## src/rtl/tpu_pkg.sv

```systemverilog
// Shared definitions for the systolic tile.
// State encodings and accumulator width helper.
package tpu_pkg;

    localparam logic [1:0] IDLE  = 2'd0;
    localparam logic [1:0] SHIFT = 2'd1;

    localparam int DEF_D_W = 8;

    function automatic int acc_width(input int d_w);
        return 2 * d_w;
    endfunction

endpackage

```

## src/rtl/output_control_buffer.sv

```systemverilog
// Result snapshot register file.
// Parallel load of N*N words, single-bit random read.
module result_buffer #(
    parameter int N     = 2,
    parameter int ACC_W = 16,
    parameter int WI_W  = $clog2(N * N),
    parameter int BI_W  = $clog2(ACC_W)
) (
    input  logic                   clk,
    input  logic                   rst,
    input  logic                   load,
    input  logic [N*N*ACC_W-1:0]   data_flat,
    input  logic [WI_W-1:0]        word_idx,
    input  logic [BI_W-1:0]        bit_idx,
    output logic                   sel_bit
);

    logic [ACC_W-1:0] mem [N*N];

    // Capture every word at once on load; clear on reset.
    always_ff @(posedge clk) begin
        if (rst) begin
            for (int k = 0; k < N * N; k++) begin
                mem[k] <= '0;
            end
        end else if (load) begin
            for (int k = 0; k < N * N; k++) begin
                mem[k] <= data_flat[(k+1)*ACC_W-1 -: ACC_W];
            end
        end
    end

    assign sel_bit = mem[word_idx][bit_idx];

endmodule

```

## src/rtl/output_control.sv

```systemverilog
// Serial unloader for the systolic array results.
// Snapshots all accumulators, then shifts them out LSB-first.
module output_control
    import tpu_pkg::*;
#(
    parameter int D_W   = DEF_D_W,
    parameter int N     = 2,
    parameter int ACC_W = acc_width(D_W)
) (
    input  logic                   clk,
    input  logic                   rst,
    input  logic [N*N*ACC_W-1:0]   res_flat,
    input  logic                   res_valid,
    input  logic                   read_en,
    output logic                   data_out,
    output logic                   out_valid,
    output logic                   busy,
    output logic                   done,
    output logic                   overrun
);

    localparam int WI_W = $clog2(N * N);
    localparam int BI_W = $clog2(ACC_W);

    localparam logic [BI_W-1:0] BIT_LAST  = BI_W'(ACC_W - 1);
    localparam logic [WI_W-1:0] WORD_LAST = WI_W'(N * N - 1);

    logic [1:0]      state;
    logic [1:0]      state_nxt;
    logic [BI_W-1:0] bit_cnt;
    logic [WI_W-1:0] word_cnt;
    logic            sel_bit;
    logic            load;
    logic            last_bit;

    assign load     = (state == IDLE) && res_valid;
    assign last_bit = (word_cnt == WORD_LAST) && (bit_cnt == BIT_LAST);

    result_buffer #(
        .N     (N),
        .ACC_W (ACC_W),
        .WI_W  (WI_W),
        .BI_W  (BI_W)
    ) u_buf (
        .clk       (clk),
        .rst       (rst),
        .load      (load),
        .data_flat (res_flat),
        .word_idx  (word_cnt),
        .bit_idx   (bit_cnt),
        .sel_bit   (sel_bit)
    );

    // State register.
    always_ff @(posedge clk) begin
        if (rst) begin
            state <= IDLE;
        end else begin
            state <= state_nxt;
        end
    end

    // Next state: leave IDLE on a snapshot, return after the last bit.
    always_comb begin
        state_nxt = state;
        unique case (state)
            IDLE: begin
                if (res_valid) begin
                    state_nxt = SHIFT;
                end
            end
            SHIFT: begin
                if (read_en && last_bit) begin
                    state_nxt = IDLE;
                end
            end
            default: state_nxt = IDLE;
        endcase
    end

    // Busy covers the shift phase and the cycle carrying the last bit.
    always_comb begin
        busy = (state == SHIFT) || done;
    end

    // Shift datapath, counters and status flags.
    always_ff @(posedge clk) begin
        if (rst) begin
            data_out  <= 1'b0;
            out_valid <= 1'b0;
            done      <= 1'b0;
            overrun   <= 1'b0;
            bit_cnt   <= '0;
            word_cnt  <= '0;
        end else begin
            out_valid <= 1'b0;
            done      <= 1'b0;
            if (state == IDLE) begin
                if (res_valid) begin
                    bit_cnt  <= '0;
                    word_cnt <= '0;
                end
            end else if (state == SHIFT) begin
                if (res_valid) begin
                    overrun <= 1'b1;
                end
                if (read_en) begin
                    data_out  <= sel_bit;
                    out_valid <= 1'b1;
                    if (bit_cnt == BIT_LAST) begin
                        bit_cnt <= '0;
                        if (word_cnt == WORD_LAST) begin
                            word_cnt <= '0;
                            done     <= 1'b1;
                        end else begin
                            word_cnt <= word_cnt + WI_W'(1);
                        end
                    end else begin
                        bit_cnt <= bit_cnt + BI_W'(1);
                    end
                end
            end
        end
    end

endmodule

```

## config.mk

```make
export PLATFORM = sky130hd
export DESIGN_NAME = output_control
export DESIGN_NICKNAME = d
export VERILOG_FILES = /design/src/rtl/tpu_pkg.sv /design/src/rtl/output_control_buffer.sv /design/src/rtl/output_control.sv
export SDC_FILE = /design/constraint.sdc
export NUM_CORES = 1
export LEC_CHECK = 0
export CAP_MARGIN = 20
export CORE_MARGIN = 5
export CORE_UTILIZATION = 25
export CTS_BUF_LIST = sky130_fd_sc_hd__clkbuf_16
export DETAILED_ROUTE_END_ITERATION = 8
export PLACE_DENSITY = 0.41
export REMOVE_ABC_BUFFERS = 1
export SLEW_MARGIN = 20
export SYNTH_ARGS = -nofsm -noshare
export SYNTH_HDL_FRONTEND = slang
export SYNTH_SLANG_ARGS = --single-unit
```

## constraint.sdc

```tcl
create_clock -name clk -period 2.7 [get_ports clk]
set_input_delay 0.405 -clock clk [delete_from_list [all_inputs] [get_ports clk]]
set_output_delay 0.405 -clock clk [all_outputs]
set_load 0.01 [all_outputs]
```

# ---- Word-level counts from Yosys, hierarchy flattened
# Memory sizes are Yosys's and may differ from the RTL's. A register that Yosys moved wholly into a read port is not among the register bits.
# Cells that the tools add are included.
dict set report word_totals {
  ram_bits 64
  out_inout_bits 5
  mem_count 1
  ff_bits 12
}
# name depth width read_ports rd_ports_with_merged_regs wr line
set memory_table {}
lappend memory_table {u_buf.mem 4 16 1 1 4 output_control_buffer.sv:18} ;# logic [ACC_W-1:0] mem [N*N];
dict set report op_classes {
  n_eq_ne 5
  mux 29
  bitwise 8
  n_reduce_logical 15
  addsub 2
  magnitude_cmp 1
}
# op n
set op_table {}
lappend op_table {{16-bit 2-to-1 mux} 4}
lappend op_table {{2-bit 2-to-1 mux} 10}
lappend op_table {{4-bit 2-to-1 mux} 5}
lappend op_table {{3-bit AND reduction} 3}
lappend op_table {{1-bit 2-to-1 mux} 8}
lappend op_table {{2-bit nonzero test} 3}
lappend op_table {{4-bit by 5-bit < comparator with 1-bit output (second input constant)} 1}
lappend op_table {{5-bit OR reduction} 1}
lappend op_table {{4-bit by 1-bit adder with 4-bit output (second input constant)} 1}
lappend op_table {{1-bit binary-select mux with 4-bit select} 1}
lappend op_table {{4-bit == test (second input constant)} 1}
lappend op_table {{2-bit != test (second input constant)} 2}
lappend op_table {{1-bit inverter} 4}
lappend op_table {{1-bit OR} 4}
lappend op_table {{2-bit case mux with 2 select lines} 1}
lappend op_table {{4-bit AND reduction} 1}
lappend op_table {{1-bit logical AND} 3}
lappend op_table {{3-bit OR reduction} 1}
lappend op_table {{2-bit by 1-bit adder with 2-bit output (second input constant)} 1}
lappend op_table {{2-bit by 1-bit == test with 1-bit output (second input constant)} 1}
lappend op_table {{2-bit == test (second input constant)} 1}
lappend op_table {{2-bit zero test} 1}
lappend op_table {{2-bit AND reduction} 1}
lappend op_table {{1-bit logical OR} 1}

# ---- Depth between registers and ports, before layout
# Gate-level depths: netlist of the first run.
dict set report depth {
  depth_word 8
  mapped_depth 7
  mapped_depth_nobuf 6
}

# ---- Hierarchy
# Synthesis of the first run repeated with hierarchy kept, for this count alone.
dict set report unflattened {
  cells_unflattened 257
  hier_area_um2 3478.3
}
# mod cells_per_inst n_inst seq_area_each_um2 area_per_inst_um2
set by_module_without_submodules {}
lappend by_module_without_submodules {result_buffer 199 1 1921.8 2961.6}
lappend by_module_without_submodules {output_control 58 1 220.2 516.7}

# ---- Worst setup path before layout of the first run
# No wires, ideal clock.
dict set report synth_timing {
  kind {flip-flop to flip-flop}
  from {register state[0]}
  to {memory u_buf.mem[0][0] (enable)}
  synth_period_minus_slack_ns 2.487
  setup_time_ns 0.433
  stages_incl_launch_ff 3
  slack_ns 0.213
  t_arrival_ns 2.054
  cell_sequence {dfxtp_1 > nand2b_1 > nand2b_1}
}
# element line
set synth_rtl {}
lappend synth_rtl {{start: declaration} output_control.sv:28} ;# logic [1:0] state;
lappend synth_rtl {{start signal: assignment} output_control.sv:59} ;# state <= state_nxt;
lappend synth_rtl {{end: declaration} output_control_buffer.sv:18}

==> results.ini, run 1 <==
[cells_and_area]
n_antenna_cell = 0
nets = 392
post_layout_nonfiller_instances = 502
layout_common_cells = sky130_fd_sc_hd__clkdlybuf4s50_1 (72), sky130_fd_sc_hd__and2_1 (64), sky130_fd_sc_hd__edfxtp_1 (64)
layout_cells_sized_above_1 = 0.132
layout-area-overhead-vs-synth_pct = 36.9
layout_commonest_cell = sky130_fd_sc_hd__clkdlybuf4s50_1

[clock_tree]
cts_repair_resize_count = 0
postCtsSetupRepairBufs = 0
numCtsBuffers = 9
cts_tree = yes
cts-root-to-sink-buffers = 2
clk_transition_reported_paths_ns = 0.06
clock-sinks = 77
ctsHoldBuffers = 0
cts_root_buf = sky130_fd_sc_hd__clkbuf_16
insertion_delay_ns = 0.32
htree_levels = 3

[synth]
synth_top_cell_by_area = sky130_fd_sc_hd__edfxtp_1
yosys_warnings = 0
ranking_of_synthesized_cells_by_area = sky130_fd_sc_hd__edfxtp_1 (56%), sky130_fd_sc_hd__and2_1 (12%), sky130_fd_sc_hd__dfxtp_1 (7.6%), sky130_fd_sc_hd__mux4_2 (7.2%), sky130_fd_sc_hd__mux4_1 (2.3%)
synth_mux_area_frac = 0.123
syn_area_um2 = 3440
seq_area_frac_synth = 0.635
synth_cell_types = 37
syn_area_per_cell_um2 = 14.1
synth_largest_type_area_fraction = 0.559
adder_and_majority_gate_portion_of_the_synthesized_area = 0.00728
synth-simple-area-share = 0.180
main_combinational_cell_family_by_area_after_synthesis = simple AND/OR/NAND/NOR gates
number_of_instances_in_the_synthesized_netlist = 244
synth-compound-area-share = 0.0335
synth.ff_latch_count = 77
synth_xor_xnor_area_share = 0.00255

[sta]
highest_attainable_clock_frequency_mhz = 469
tightestPinTransition_ns = 0.458
timing.final.setup_violations = 0
final_min_period_over_clock_period = 0.789
maxSlewViolCount = 0
hold_violations = 0
worst_skew_ns = 0.00549
final.min_clock_period_ns = 2.13
tns_ns = 0
slew_headroom = 0.694
unrepaired_setup_endpoints_after_global_routing = no

[global_route]
grt_first_pass_wirelength_mm = 11.4
grt_max_degree = 37
globalRoute.totalOverflow = 0
grt_pass1_vias = 2276
antenna_found_initial = 0
global_route.usage.total = 0.0909

[setup_path]
cp-end-kind = register
worst-endpoint-required_ns = 2.90
critical_path_class = reg2reg
max_stage_delay_ns = 0.65
critical_path.slowest_cell = sky130_fd_sc_hd__mux4_1
timing.critical_path.from_type = register
reg2regPathDepth = 4
crit_path_cell_trace = mux4_1 > mux4_2 > o311ai_1 > o211ai_1
r2r-end = data_out$_SDFFE_PP0P_
crit_fanout = 5
worst-r2r-setup-slack_ns = 0.57
crit_arrival_ns = 2.33

[routing]
antenna_violating_nets_post_route = 0
drc = 0
firstDrtPassIters = 4
postRouteWirelength_mm = 7.04
vias = 2039
detailedRoute.firstIterationViolations = 73
post_drt_wl_per_cell_um = 14.0
drt-vias-per-instance = 4.06

[die]
top_level_ports = 73
core_outline_area_um2 = 13300
die_x_um = 127
chipHeight_um = 127
placementRows = 42
starting_density = 0.258
die-area_um2 = 16200

[min_path]
hold_wc_startpoint = overrun$_SDFFE_PP0P_
worst_hold_path.endpoint = overrun$_SDFFE_PP0P_
min-delay-path-class = reg2reg
depth_of_the_worst_hold_timing_path = 2

[power]
leakage_nw = 1.70
power_density_nw_per_um2 = 588
highest_ir_drop_seen_on_vdd_mv = 0.284

[placed_design]
replace_congestion = 0.774
detailedPlacementHpwl_mm = 5.31
dp.cells = 487
port_buffers = 72

[status]
outcome = completed

[flow_run]
max_cap_viol_count = 0

## flip-flops by register name, indices dropped and copies added, names as in the netlist, named ones only
name / count
u_buf.mem: 64
data_out: 1
done: 1
bit_cnt: 4
word_cnt: 2
out_valid: 1
overrun: 1
state: 1
## report_power, final
group          internal (mW)  switching, mW
sequential              1.37         0.0256
combinational          0.152         0.0844
clock                  0.700          0.433
total                   2.22          0.543
## cells by family (layout without fill, tap and decap cells)
logic type / Yosys count / in the layout
AO/OA/AOI/OAI: 16 / 16
XOR/XNOR: 1 / 1
adder cells (fa/ha/maj): 2 / 2
buffers and inverters: 15 / 97
flip-flops: 77 / 77
multiplexers: 23 / 23
AND/OR/NAND/NOR: 110 / 110
## metal layers
metal | vias up | wire length, µm | global-route usage
li1 | 1045 | - | -
met1 | 930 | 3460 | 0.126
met2 | 54 | 3130 | 0.135
met3 | 10 | 308 | 0.0238
met4 | 0 | 135 | 0.0379
met5 | - | 0 | 0
## worst max-delay path: cells and delay by family (launching register included)
family	cells	cell delay, ns
AOI/OAI and AO/OA	2	0.39
muxes	2	1.13
DFF	1	0.48
## synth_stat cells (all sizes together)
cell type and number:
and2 65, edfxtp 64, nor2 16, mux4 14, dfxtp 13, nand2 13
clkbuf 12, a21oi 5, mux2 5, mux2i 4, nand2b 4, a22oi 2
buf 2, ha 2, nand3 2, nand4 2, o211ai 2, a211oi 1
and3 1, inv 1, nand4b 1, nor2b 1, nor3 1, nor3b 1
o221a 1, o221ai 1, o22ai 1, o311a 1, o311ai 1, o31ai 1
or2 1, or3b 1, or4 1, xor2 1
## per-stage QoR
stage	hold slack, ns	setup slack [ns]	power (mW)	cell area [µm²]	util
after floorplan	0.474	0.213	1.51	3380	-
after global placement	0.457	0.573	1.67	4430	0.332
after detailed placement	0.459	0.542	1.67	4430	0.332
after CTS	0.472	0.557	2.81	4710	0.353
after global routing	0.500	0.511	2.88	4710	0.353
final	0.469	0.570	2.77	4710	0.353
## final cells by class
type                       count  area [µm²]
clock buffer                   9         225
clock inverter                 6        55.1
sequential                    77        2180
multi-input combinational    152        1210
tap                          176         220
timing repair buffer          81         813
inverter                       1        3.75
fill                        1339        8640
## worst max path at each step
stage                                          endpoint  slack, ns                   from
after global placement    u_buf.mem[2][7]$_SDFFCE_PN0P_       0.57                    rst
after floorplan           u_buf.mem[0][0]$_SDFFCE_PN0P_       0.21  state[0]$_SDFFE_PP0P_
final                             data_out$_SDFFE_PP0P_       0.57               register
after global routing              data_out$_SDFFE_PP0P_       0.51               register
after detailed placement  u_buf.mem[1][7]$_SDFFCE_PN0P_       0.54                    rst
after CTS                         data_out$_SDFFE_PP0P_       0.56               register
Power figures use the tool's default switching activity.
==> run 2, diff against run 1 <==
- PLACE_DENSITY: 0.41 -> 0.43
- clock period: 2.7 -> 1.8 ns (I/O delays scaled with it)
==> run 2 against run 1 <==
Compared with the run above:
- the run now ends with setup timing left
- critical endpoint unchanged
- non-clock buffer count grew 13
- fmax grew 16%
- sequential share of layout area shrank 1.0 points
==> results.ini, run 2 (same netlist as run 1, synthesis figures left out) <==
[clock_tree]
numCtsBuffers = 9  ; unchanged
cts_tree = yes  ; unchanged
clk_transition_reported_paths_ns = 0.06  ; about the same
postCtsSetupRepairBufs = 0  ; unchanged
cts_root_buf = sky130_fd_sc_hd__clkbuf_16  ; unchanged
ctsHoldBuffers = 0  ; unchanged
clock-sinks = 77  ; unchanged
htree_levels = 3  ; unchanged
cts-root-to-sink-buffers = 2  ; unchanged
insertion_delay_ns = 0.33  ; was 0.32 ns

[sta]
hold_violations = 0  ; unchanged
tns_ns = -0.0425  ; was 0 ns
worst_skew_ns = 0.00790  ; was 0.00549 ns
maxSlewViolCount = 0  ; unchanged
unrepaired_setup_endpoints_after_global_routing = yes  ; was no
final.min_clock_period_ns = 1.84  ; was 2.13 ns
highest_attainable_clock_frequency_mhz = 543  ; was 469 MHz
tightestPinTransition_ns = 0.293  ; was 0.458 ns
slew_headroom = 0.804  ; was 0.694
setup_ws_ns = -0.0425  ; was 0.570 ns
final_min_period_over_clock_period = 1.02  ; was 0.789
timing.final.setup_violations = 1  ; was 0

[placed_design]
replace_congestion = 0.697  ; was 0.774
preCtsSetupSlack_ns = -0.260  ; was 0.542 ns
detailedPlacementHpwl_mm = 5.15  ; was 5.31 mm
dp.cells = 500  ; was 487
port_buffers = 72  ; unchanged

[die]
die_x_um = 127  ; unchanged
placementRows = 42  ; unchanged
starting_density = 0.258  ; unchanged
top_level_ports = 73  ; unchanged
core_outline_area_um2 = 13300  ; unchanged
die-area_um2 = 16200  ; unchanged
chipHeight_um = 127  ; unchanged

[setup_path]
worst-r2r-setup-slack_ns = -0.04  ; was 0.57 ns
cp-end-kind = register  ; unchanged
cpLargestDelayFamily = multiplexers  ; unchanged
worst-endpoint-required_ns = 2.00  ; was 2.90 ns
cp.buffers_inverters = 1  ; was 0
critical_path_class = reg2reg  ; unchanged
crit_path_cell_trace = buf_4 > mux4_2 > mux2_2 > o311a_1 > nand4_1 > o211ai_1  ; was mux4_1 > mux4_2 > o311ai_1 > o211ai_1
max_stage_delay_ns = 0.49  ; was 0.65 ns
timing.critical_path.from_type = register  ; unchanged
critical_path.slowest_cell = sky130_fd_sc_hd__mux4_2  ; was sky130_fd_sc_hd__mux4_1
crit_fanout = 3  ; was 5
crit_arrival_ns = 2.04  ; was 2.33 ns

[power]
clock_power_share = 0.410  ; about the same
leakage_nw = 1.76  ; was 1.70 nW
comb_power_frac = 0.089  ; was 0.085
highest_ir_drop_seen_on_vdd_mv = 0.452  ; was 0.284 mV
power.internal_mw = 3.35  ; was 2.22 mW
switching_power_share_of_the_total = 0.197  ; was 0.196
power_density_nw_per_um2 = 865  ; was 588 nW/µm²
net-switching-power_mw = 0.823  ; was 0.543 mW
flop_pwr_share = 0.501  ; was 0.505

[cells_and_area]
layout_top_registers = u_buf.mem (64), bit_cnt (4), word_cnt (2)  ; unchanged
post_layout_nonfiller_instances = 516  ; was 502
layout_commonest_cell = sky130_fd_sc_hd__clkdlybuf4s50_1  ; unchanged
largest_register_ffs = 64  ; unchanged
post_route_utilization = 0.361  ; was 0.353
nets = 405  ; was 392
layout_cells_sized_above_1 = 0.182  ; was 0.132
fillCellCount = 1361  ; was 1339
n_antenna_cell = 0  ; unchanged
layout_common_cells = sky130_fd_sc_hd__clkdlybuf4s50_1 (72), sky130_fd_sc_hd__and2_1 (64), sky130_fd_sc_hd__edfxtp_1 (64)  ; unchanged
registers.top_by_ff_count = u_buf.mem  ; unchanged
layout-area-overhead-vs-synth_pct = 40.2  ; was 36.9%

[routing]
detailedRoute.firstIterationViolations = 96  ; was 73
postRouteWirelength_mm = 7.11  ; was 7.04 mm
post_drt_wl_per_cell_um = 13.8  ; was 14.0 µm
antenna_violating_nets_post_route = 0  ; unchanged
drt-vias-per-instance = 4.08  ; was 4.06
firstDrtPassIters = 4  ; unchanged
drc = 0  ; unchanged
vias = 2105  ; was 2039

[global_route]
globalRoute.totalOverflow = 0  ; unchanged
grt_pass1_vias = 2346  ; was 2276
antenna_found_initial = 0  ; unchanged
grt_first_pass_wirelength_mm = 11.8  ; was 11.4 mm
grt_max_degree = 48  ; was 37
global_route.usage.total = 0.0930  ; was 0.0909

[flow_run]
max_cap_viol_count = 0  ; unchanged

[status]
failed_checks = setup timing
outcome = finished, violations left  ; was completed

[min_path]
min-delay-path-class = reg2reg  ; unchanged

-- run 2: cell types whose count changed in the layout (fill, tap and decap cells not counted), sizes merged --
cell,previous run,this run
buf,9,22
inv,1,3
clkinv,4,3
-- run 2: per-stage QoR --
step	hold WS, ns	power, mW	cell area (µm²)
floorplan	0.339	2.26	3380
global placement	0.456	2.51	4530
detailed placement	0.457	2.50	4530
CTS	0.472	4.24	4820
global route	0.501	4.34	4820
finish	0.465	4.17	4820
-- run 2: final cells by class --
class                           count  area [µm²]  share of cell area
Multi-Input combinational cell    152        1200               0.249
Timing Repair Buffer               94         927               0.192
Inverter                            1        3.75            0.000779
Tap cell                          176         220              0.0457
Sequential cell                    77        2190               0.453
Clock buffer                        9         225              0.0467
Clock inverter                      7        58.8              0.0122
-- run 2: path summary, 6_finish.rpt --
path	from	endpoint	depth (start not counted)
setup reg to reg	register	data_out$_SDFFE_PP0P_	6
hold / removal	overrun$_SDFFE_PP0P_	overrun$_SDFFE_PP0P_	2
hold reg to reg	overrun$_SDFFE_PP0P_	overrun$_SDFFE_PP0P_	2
setup / recovery	register	data_out$_SDFFE_PP0P_	6
-- run 2: routing by layer --
layer  part of all wire  track usage
met1               0.50        0.129
met3              0.047       0.0275
met5                  0            0
met4              0.019       0.0435
met2               0.43        0.133
-- run 2: worst min-delay path: stages, from the launching register on --
cell,delay (ns)
sky130_fd_sc_hd__dfxtp_1,0.33
sky130_fd_sc_hd__a21oi_1,0.04
sky130_fd_sc_hd__nor2_1,0.07
-- run 2: what timing repair did --
action | CTS | global route
resized for setup | 7 | 1
cloned | 0 | 0
endpoints found under the setup margin | 1 | 3
pin swaps | 3 | 0
-- run 2: power groups by stage --
stage	registers [mW]	logic (mW)	clock network [mW]
final	2.09	0.371	1.71
after detailed placement	2.13	0.378	0
after global placement	2.13	0.379	0
after CTS	2.09	0.381	1.76
after floorplan	2.12	0.136	0
after global routing	2.10	0.410	1.83
